<file path="config.mk">
export PLATFORM = sky130hd
export DESIGN_NAME = pwm_fade_ctrl
export DESIGN_NICKNAME = d
export VERILOG_FILES = /design/src/rtl/pwm_pkg.sv /design/src/rtl/pwm_step_timer.sv /design/src/rtl/pwm_fade_ctrl.sv
export SDC_FILE = /design/constraint.sdc
export NUM_CORES = 1
export LEC_CHECK = 0
export ABC_AREA = 0
export CORE_MARGIN = 2
export CORE_UTILIZATION = 40
export DETAILED_ROUTE_END_ITERATION = 12
export PLACE_DENSITY = 0.76
export SLEW_MARGIN = 20
export SYNTH_ARGS = -nofsm -noshare
export SYNTH_HDL_FRONTEND = slang
export SYNTH_SLANG_ARGS = --single-unit
</file>
<file path="constraint.sdc">
create_clock -name clk -period 3.1 [get_ports clk]
set_clock_uncertainty 0.15 [all_clocks]
set_input_delay 0.31 -clock clk [delete_from_list [all_inputs] [get_ports clk]]
set_output_delay 0.31 -clock clk [all_outputs]
set_load 0.005 [all_outputs]
</file>
<file path="src/rtl/pwm_pkg.sv">
// Shared definitions for the PWM fade controller: register map, CTRL bit
// positions, duty width/ceiling, FSM state type and a byte-strobe merge helper.
package pwm_pkg;

  localparam logic [1:0] REG_CTRL     = 2'd0;
  localparam logic [1:0] REG_TARGET   = 2'd1;
  localparam logic [1:0] REG_STEP_DIV = 2'd2;
  localparam logic [1:0] REG_STATUS   = 2'd3;

  localparam int CTRL_EN       = 0;
  localparam int CTRL_START    = 1;
  localparam int CTRL_CLR_DONE = 2;
  localparam int CTRL_IRQ_EN   = 3;

  localparam int              DUTY_W   = 8;
  localparam logic [DUTY_W-1:0] DUTY_MAX = 8'd255;

  typedef enum logic {
    IDLE = 1'b0,
    RAMP = 1'b1
  } fadeState_e;

  function automatic logic [31:0] applyStrobe(input logic [31:0] oldWord,
                                              input logic [31:0] newWord,
                                              input logic [3:0]  strb);
    logic [31:0] merged;
    merged = oldWord;
    for (int b = 0; b < 4; b++) begin
      if (strb[b]) merged[8*b +: 8] = newWord[8*b +: 8];
    end
    return merged;
  endfunction

endpackage

</file>
<file path="src/rtl/pwm_step_timer.sv">
// Step divider: counts 0..div_i while running and emits a one-cycle tick on
// each wrap; clear_i (or not running) holds the count at zero.
module pwm_step_timer #(
  parameter int DIV_W = 16
) (
  input  logic             clk,
  input  logic             resetn,
  input  logic             clear_i,
  input  logic             run_i,
  input  logic [DIV_W-1:0] div_i,
  output logic             tick_o
);

  logic [DIV_W-1:0] count_q, count_d;

  // >= rather than == so a divider lowered below the running count wraps at once
  assign tick_o = run_i && !clear_i && (count_q >= div_i);

  always_comb begin
    count_d = count_q;
    if (clear_i || !run_i || tick_o) begin
      count_d = '0;
    end else begin
      count_d = count_q + DIV_W'(1);
    end
  end

  always_ff @(posedge clk) begin
    if (!resetn) begin
      count_q <= '0;
    end else begin
      count_q <= count_d;
    end
  end

endmodule

</file>
<file path="src/rtl/pwm_fade_ctrl.sv">
// Memory-mapped duty fader feeding the PWM generator: ramps duty one LSB per
// step toward TARGET. Optional fade-done interrupt under macro PWM_FADE_IRQ_EN.
module pwm_fade_ctrl
  import pwm_pkg::*;
#(
  parameter logic [31:0] BASE_ADDR = 32'h0300_0000,
  parameter int          DIV_W     = 16
) (
  input  logic        clk,
  input  logic        resetn,
  input  logic        iomem_valid,
  output logic        iomem_ready,
  input  logic [3:0]  iomem_wstrb,
  input  logic [31:0] iomem_addr,
  input  logic [31:0] iomem_wdata,
  output logic [31:0] iomem_rdata,
  output logic [31:0] duty_out,
  output logic        busy,
  output logic        irq
);

  fadeState_e        state_q, state_d;
  logic              en_q, en_d;
  logic              done_q, done_d;
  logic [DUTY_W-1:0] target_q, target_d;
  logic [DUTY_W-1:0] current_q, current_d;
  logic [DIV_W-1:0]  stepDiv_q, stepDiv_d;
  logic              ready_q;
  logic [31:0]       rdata_q, rdata_d;
  logic [31:0]       duty_q;
  logic              access, wrEn, rdEn, ctrlWrite;
  logic              startPulse, clrPulse, tick, timerClear;
  logic [31:0]       readWord;
  logic              unusedAddrBits;

`ifdef PWM_FADE_IRQ_EN
  logic irqEn_q, irqEn_d;
  logic irq_q, irq_d;
`else
  logic irqEn_q;
  assign irqEn_q = 1'b0;
`endif

  assign unusedAddrBits = ^iomem_addr[1:0];

  // ready_q gates acceptance so a held request is acknowledged at most every other cycle
  assign access     = iomem_valid && (iomem_addr[31:4] == BASE_ADDR[31:4]) && !ready_q;
  assign wrEn       = access && (iomem_wstrb != 4'b0000);
  assign rdEn       = access && (iomem_wstrb == 4'b0000);
  assign ctrlWrite  = wrEn && (iomem_addr[3:2] == REG_CTRL) && iomem_wstrb[0];
  assign startPulse = ctrlWrite && iomem_wdata[CTRL_START];
  assign clrPulse   = ctrlWrite && iomem_wdata[CTRL_CLR_DONE];

  always_comb begin
    en_d      = en_q;
    target_d  = target_q;
    stepDiv_d = stepDiv_q;
`ifdef PWM_FADE_IRQ_EN
    irqEn_d   = irqEn_q;
`endif
    if (wrEn) begin
      case (iomem_addr[3:2])
        REG_CTRL: begin
          if (iomem_wstrb[0]) begin
            en_d = iomem_wdata[CTRL_EN];
`ifdef PWM_FADE_IRQ_EN
            irqEn_d = iomem_wdata[CTRL_IRQ_EN];
`endif
          end
        end
        REG_TARGET: begin
          if (iomem_wstrb[0]) target_d = iomem_wdata[DUTY_W-1:0];
        end
        REG_STEP_DIV: begin
          stepDiv_d = DIV_W'(applyStrobe(32'(stepDiv_q), iomem_wdata, iomem_wstrb));
        end
        default: ;
      endcase
    end
  end

  // CLR_DONE is applied first so a done raised on this same edge survives it
  always_comb begin
    state_d    = state_q;
    current_d  = current_q;
    done_d     = done_q;
    timerClear = 1'b0;
    if (clrPulse) done_d = 1'b0;
    if (!en_d) begin
      state_d   = IDLE;
      current_d = '0;
    end else if (startPulse) begin
      if ((state_q == IDLE) && (current_q == target_q)) begin
        done_d = 1'b1;
      end else begin
        state_d    = RAMP;
        timerClear = 1'b1;
      end
    end else if ((state_q == RAMP) && tick) begin
      if ((current_q < target_q) && (current_q < DUTY_MAX)) begin
        current_d = current_q + DUTY_W'(1);
      end else if ((current_q > target_q) && (current_q > '0)) begin
        current_d = current_q - DUTY_W'(1);
      end
      if (current_d == target_q) begin
        state_d = IDLE;
        done_d  = 1'b1;
      end
    end
  end

  always_comb begin
    readWord = '0;
    case (iomem_addr[3:2])
      REG_CTRL:     readWord = {28'b0, irqEn_q, 2'b00, en_q};
      REG_TARGET:   readWord = 32'(target_q);
      REG_STEP_DIV: readWord = 32'(stepDiv_q);
      REG_STATUS:   readWord = {22'b0, done_q, (state_q == RAMP), current_q};
      default:      readWord = '0;
    endcase
    rdata_d = rdEn ? readWord : '0;
  end

`ifdef PWM_FADE_IRQ_EN
  assign irq_d = done_d && irqEn_d;
`endif

  pwm_step_timer #(
    .DIV_W(DIV_W)
  ) u_step_timer (
    .clk    (clk),
    .resetn (resetn),
    .clear_i(timerClear),
    .run_i  (state_q == RAMP),
    .div_i  (stepDiv_q),
    .tick_o (tick)
  );

  always_ff @(posedge clk) begin
    if (!resetn) begin
      state_q   <= IDLE;
      en_q      <= 1'b0;
      done_q    <= 1'b0;
      target_q  <= '0;
      current_q <= '0;
      stepDiv_q <= '0;
      ready_q   <= 1'b0;
      rdata_q   <= '0;
      duty_q    <= '0;
`ifdef PWM_FADE_IRQ_EN
      irqEn_q   <= 1'b0;
      irq_q     <= 1'b0;
`endif
    end else begin
      state_q   <= state_d;
      en_q      <= en_d;
      done_q    <= done_d;
      target_q  <= target_d;
      current_q <= current_d;
      stepDiv_q <= stepDiv_d;
      ready_q   <= access;
      rdata_q   <= rdata_d;
      duty_q    <= en_d ? 32'(current_d) : '0;
`ifdef PWM_FADE_IRQ_EN
      irqEn_q   <= irqEn_d;
      irq_q     <= irq_d;
`endif
    end
  end

  assign iomem_ready = ready_q;
  assign iomem_rdata = rdata_q;
  assign duty_out    = duty_q;
  assign busy        = (state_q == RAMP);
`ifdef PWM_FADE_IRQ_EN
  assign irq = irq_q;
`else
  assign irq = 1'b0;
`endif

endmodule

</file>
## Word-level counts from Yosys, hierarchy flattened

Cells that the tools add are included.

- Register bits after elaboration: 116
- Word-level logic and storage cells: 85
- Output and inout port bits: 67
- Bits of input ports: 71

- $lt $le $gt $ge: 5
- Multiplexer cells: 25
- Add/subtract/negate cells: 3
- Equality and inequality tests: 7
- Bitwise logic cells: 2
- Reduce and logical (&&, ||, !) cells: 31

Operators by type and width:

| kind | number |
|---|---|
| $pmux 32 s4 | 1 |
| $mux 8 | 8 |
| $eq 28x22->1 const B | 1 |
| $add 16x1->16 const B | 1 |
| $eq 8x8->1 | 2 |
| $ge 16x16->1 | 1 |
| $mux 1 | 16 |
| $logic_and 1x1->1 | 14 |
| $reduce_and 3->1 | 4 |
| $add 8x1->8 const B | 1 |
| $gt 8x1->1 const B | 1 |
| $gt 8x8->1 | 1 |
| $lt 8x8->1 | 1 |
| $lt 8x8->1 const B | 1 |
| $sub 8x1->8 const B | 1 |
| $eq 2x2->1 const B | 2 |
| $logic_not 4->1 | 1 |
| $reduce_and 2->1 | 2 |
| $reduce_bool 2->1 | 2 |
| $reduce_bool 4->1 | 1 |
| $logic_not 1->1 | 3 |
| $eq 2x1->1 const B | 1 |
| $logic_not 2->1 | 1 |
| $logic_or 1x1->1 | 2 |
| other kinds (3) | 4 |

## Depth between registers and ports, before layout

Gate-level depths: netlist (run 1).

- Depth after elaboration: 21
- Gate-level depth with buffers: 11
- Depth with buffers taken out: 10

## Modules after synthesis

From an unflattened synthesis (run 1), not the netlist that was laid out.

- Cell total of the unflattened synthesis: 573
- Area, all modules: 4849.7 µm²

Modules (own cells, without submodules):

| module | instances | cells an instance | area an instance (µm²) | seq. area each (µm²) |
|---|---|---|---|---|
| pwm_fade_ctrl | 1 | 441 | 3718.6 | 1201.2 |
| pwm_step_timer | 1 | 132 | 1131.1 | 320.3 |

## Worst setup path before layout (run 1)

No wires, ideal clock.

- Path type: flip-flop to flip-flop
- Start: reg target_q[7]
- End: reg state_q, in the netlist busy
- Cell stages (with the launch flop): 12
- Buffers on the path: 1
- Arrival: 2509 ps
- Library setup time: 129 ps
- Required time: 2821 ps
- Period minus slack after synthesis: 2788 ps
- Slack: 312 ps
- Path through: dfxtp_1 inv_1 ha_1 nand2_1 o21a_1 buf_6 a221oi_1 and4_2 mux2i_1 nand4_1 nor4b_2 a211oi_1

- Longest elaborated chain between the ends: 11
- Elaborated cells between the ends (all ways): 23
- Those cells by class: 2 x order compare; 3 x eq/ne; 8 x mux; 10 x reduce/logical

Ends and longest elaborated chain:

| item | line | RTL |
|---|---|---|
| start, declared | pwm_fade_ctrl.sv:25 | `logic [DUTY_W-1:0] target_q, target_d;` |
| start signal, assigned | pwm_fade_ctrl.sv:158 | `target_q <= target_d;` |
| branches (longest 10 deep; another with $gt 8x8->1) | - |  |
| $reduce_and 3->1 (no line) (*) | - |  |
| end signal, assigned | pwm_fade_ctrl.sv:155 | `state_q <= state_d;` |
| end, declared | pwm_fade_ctrl.sv:22 | `fadeState_e state_q, state_d;` |

Mark *: on every way between the ends. The select of a mux whose other input is x is not followed.
A chain may end at the register's enable or synchronous reset.

## Final worst setup path (run 1)

- Start: reg target_q[1]
- End: reg state_q, in the netlist busy

The elaborated chain is that of the path after synthesis.

==> Flow_metrics.wiki, run 1 <==
{| class="wikitable"
! Metric !! Value
|-
| Switching share of total power || 21.3%
|-
| Startpoint-to-endpoint class of the critical path || register to register
|-
| Yosys warning count || 0
|-
| Met2 WL post-DR || 5.84 mm
|-
| Hold Slack || 320 ps
|-
| Critical path arrival || 3050 ps
|-
| Gr ovfl total || 0
|-
| Maximum number of pins on one net before global-route repair || 20
|-
| Number of synthesized flops with an enable pin || 0
|-
| Count of max-cap constraint violations || 0
|-
| Proportion of register bits with asynchronous set or reset after synthesis || 0%
|-
| Maximum vdd ir drop || 237 uV
|-
| Buffers and inverters on the worst path || 1
|-
| Sequential-to-total area share from yosys stat || 33.8%
|-
| CP Launch Type || register
|-
| Library cell occupying the most area in the post-synthesis netlist || sky130_fd_sc_hd__dfxtp_1
|-
| Die span in y || 110 um
|-
| Layout cells sized above 1 || 9.49%
|-
| # port buffers || 78
|-
| Number of diodes || 0
|-
| Clk sinks || 76
|-
| Peak per-stage delay on the critical path || 420 ps
|-
| Achievable clock frequency || 334 MHz
|-
| Biggest fanout along the worst timing path || 12
|-
| Post-synthesis instance total || 527
|-
| Post-detailed-placement half-perimeter wirelength || 9.34 mm
|-
| Worst path top cell family by delay || compound AO/OA/AOI/OAI gates
|-
| Sequential fraction of design power || 45.3%
|-
| Syn-to-layout area delta || 28.5%
|-
| TritonCTS clock tree || done
|-
| Number of distinct library cell variants in the gate-level netlist after synthesis || 58
|-
| Clock share of power || 49.3%
|-
| Maximum clock path buffer count || 2
|-
| Std-Cell Rows || 38
|-
| Post-cts hold buffer count || 0
|-
| Number of vias per cell || 5.23
|-
| Number of global-route vias before repair || 3869
|-
| Run status || completed
|-
| Total wire length || 12.1 mm
|-
| Worst-path clk slew || 60 ps
|-
| Wire length on met1 || 5.32 mm
|-
| Final RePlAce weighted congestion || 0.935
|-
| Part of the total power dissipated in combinational logic || 5.4%
|-
| Final hold vios || 0
|-
| Number of standard cells in the final layout excluding fillers || 772
|-
| Setup-failing EPs final || 0
|-
| Fin. max-slew vios || 0
|-
| Post-CTS Setup Bufs || 0
|-
| Met3 WL || 726 um
|-
| TNS Setup || 0 ps
|-
| Initial antenna violation count || 0
|-
| H-tree lvl count || 3
|-
| Type of the tightest min-delay check || register to register
|-
| Worst Max-Slew Pin Slew || 531 ps
|-
| CTS Root Cell || sky130_fd_sc_hd__clkbuf_16
|-
| Insertion delay of the later-clocked pin in the worst-skew pair || 340 ps
|-
| Required time of the critical path || 3160 ps
|-
| Count of nets left with antenna violations after detail routing || 0
|-
| Die width || 110 um
|-
| Cell at the slowest stage of the critical path || sky130_fd_sc_hd__a21o_1
|-
| GRT Util Overall || 20.3%
|-
| Area share of the largest cell type after synthesis || 33.8%
|-
| Mean instance size in the synthesized netlist || 8.54 um^2
|-
| Cell types occupying the most area after synthesis || sky130_fd_sc_hd__dfxtp_1 (34%), sky130_fd_sc_hd__ha_1 (7.8%), sky130_fd_sc_hd__buf_4 (6.8%)
|-
| Die outline area || 0.0121 mm^2
|-
| Commonest register cell after synthesis || sky130_fd_sc_hd__dfxtp_1
|-
| Most instantiated library cell after synthesis || sky130_fd_sc_hd__dfxtp_1
|-
| Via count of the routed design || 4036
|-
| Number of placed instances, taps included || 756
|-
| Routed wirelength normalized by instance count || 15.7 um
|-
| Period Utilization, post-route || 96.7%
|-
| Crit path time final || 3000 ps
|-
| Post-synth top cells || sky130_fd_sc_hd__dfxtp_1 (76), sky130_fd_sc_hd__nor2_1 (49), sky130_fd_sc_hd__buf_4 (41)
|-
| Int Pwr || 0.00169 W
|-
| Number of nets in the final layout || 726
|-
| Clock buffers created by TritonCTS || 9
|-
| Crit path capture type || register
|-
| Cells along the critical path || inv_1 -> ha_1 -> nor2b_1 -> o211ai_1 -> a21o_1 -> nand2_1 -> a21oi_1 -> nand4_1 -> nor4b_4 -> a211oi_1
|-
| Number of violations reported at the end of detailed-routing iteration 0 || 258
|-
| Leak pwr || 2.11 nW
|-
| First-pass GRT wire length || 18.9 mm
|-
| Drc violations || 0
|-
| Std-Cell Core Area || 0.0109 mm^2
|-
| Starting utilization of the core area || 41.2%
|-
| Power Density || 372 mW/mm^2
|-
| Number of register bits inferred by synthesis || 76
|-
| Combined area of all synthesized cells || 0.00450 mm^2
|-
| Uppermost signal routing layer after detailed routing || met4
|-
| Net switching power || 0.000460 W
|-
| Max-slew headroom at the worst pin || 64.3%
|-
| RSZ-0062 raised after global routing || no
|-
| 1st-pass router iterations || 5
|-
| IO Count || 138
|}
## sequential cells by signal (all words and copies together), names as in the netlist
register              flops
u_step_timer.count_q     16
iomem_rdata              16
duty_out                  8
target_q                  8
busy                      1
en_q                      1
done_q                    1
current_q                 8
stepDiv_q                16
iomem_ready               1
## metal layers
metal	GRT usage, %	vias to the layer above
li1	-	1972
met1	26.6	1900
met2	33.5	146
met3	3.12	18
met4	7.77	0
met5	0	-
## power by group through the flow
stage	Clock (W)	Sequential, W	Combinational [W]
floorplan	0	0.000998	0.0000705
CTS	0.00108	0.000976	0.000114
finish	0.00106	0.000977	0.000115
global route	0.00112	0.000976	0.000126
global placement	0	0.000998	0.000112
detailed placement	0	0.000998	0.000113
## final timing paths
kind	end	startpoint	cells past startpoint	slack, ps
worst min-delay path	u_step_timer.count_q[0]	u_step_timer.count_q[0]	1	320
worst max-delay path	busy	target_q[1]	10	100
worst min register to register	u_step_timer.count_q[0]	u_step_timer.count_q[0]	1	320
worst max register to register	busy	target_q[1]	10	100
## logic make-up (layout without fill, tap and decap cells)
kind of cell    count (synthesis)  count (layout)  share of synthesized area (%)
compound gates                 90              90                           13.0
xor+xnor                       24              24                           4.67
fa+ha+maj                      28              28                           7.78
buf+inv                        93             158                           11.4
flops                          76              76                           33.8
mux                            31              31                           7.20
other cells                     1              41                         0.0833
simple gates                  184             184                           22.0
## final cells by class
class,instances,area (um^2)
repair buffers,111,1040
clock buffers,11,243
well taps,140,175
fillers,990,5150
clock inverters,5,61.3
flip-flops and latches,76,1520
multi-input cells,398,2630
inverters,31,116
## timing repair
action / 4_1_cts / 5_1_grt
gates resized for setup: 0 / 1
endpoints found under the setup margin: 0 / 1
hold endpoints to repair: 0 / 0
## layout by cell type (no fill, tap or decap), drive strengths merged, types with 16 or more instances in the layout
master,Yosys,layout
nand2,27,27
o21ai,19,19
clkdlybuf4s50,0,78
mux2i,29,29
nor2,50,50
nor2b,26,26
conb,1,41
a21oi,26,26
nand3,16,16
inv,31,31
ha,28,28
buf,45,33
dfxtp,76,76
## metrics by stage
stage / setup WS, ps / cell area, um^2 / utilization [%] / power (W)
after floorplan: 312 / 4650 / - / 0.00107
after global placement: 158 / 5470 / 50.0 / 0.00111
after detailed placement: 131 / 5470 / 50.0 / 0.00111
after CTS: 80.5 / 5780 / 52.8 / 0.00217
after global routing: 1.95 / 5780 / 52.9 / 0.00222
final: 103 / 5780 / 52.9 / 0.00215
## worst register-to-register path: cells and delay by family, from the launching register on
family,cells,cell delay (ps)
compound gates,4,1020
flops,1,360
simple gates,4,920
buf+inv,1,100
fa+ha+maj,1,310
No activity file was read; power rests on OpenSTA's default activity.
==> run 2, diff against run 1 <==
--- a/config.mk
+++ b/config.mk
@@ -9,6 +9,7 @@
 export CORE_MARGIN = 2
 export CORE_UTILIZATION = 40
 export DETAILED_ROUTE_END_ITERATION = 12
+export HOLD_SLACK_MARGIN = 0.12
 export PLACE_DENSITY = 0.76
 export SLEW_MARGIN = 20
 export SYNTH_ARGS = -nofsm -noshare
==> results of run 2 <==
No change in the layout: final DEF, timing and power equal those of run 1.
==> run 3, diff against run 2 <==
--- a/config.mk
+++ b/config.mk
@@ -8,6 +8,7 @@
 export ABC_AREA = 0
 export CORE_MARGIN = 2
 export CORE_UTILIZATION = 40
+export CTS_CLUSTER_DIAMETER = 80
 export DETAILED_ROUTE_END_ITERATION = 12
 export HOLD_SLACK_MARGIN = 0.12
 export PLACE_DENSITY = 0.76
==> results of run 3 <==
No change in the layout: final DEF, timing and power equal those of run 1.
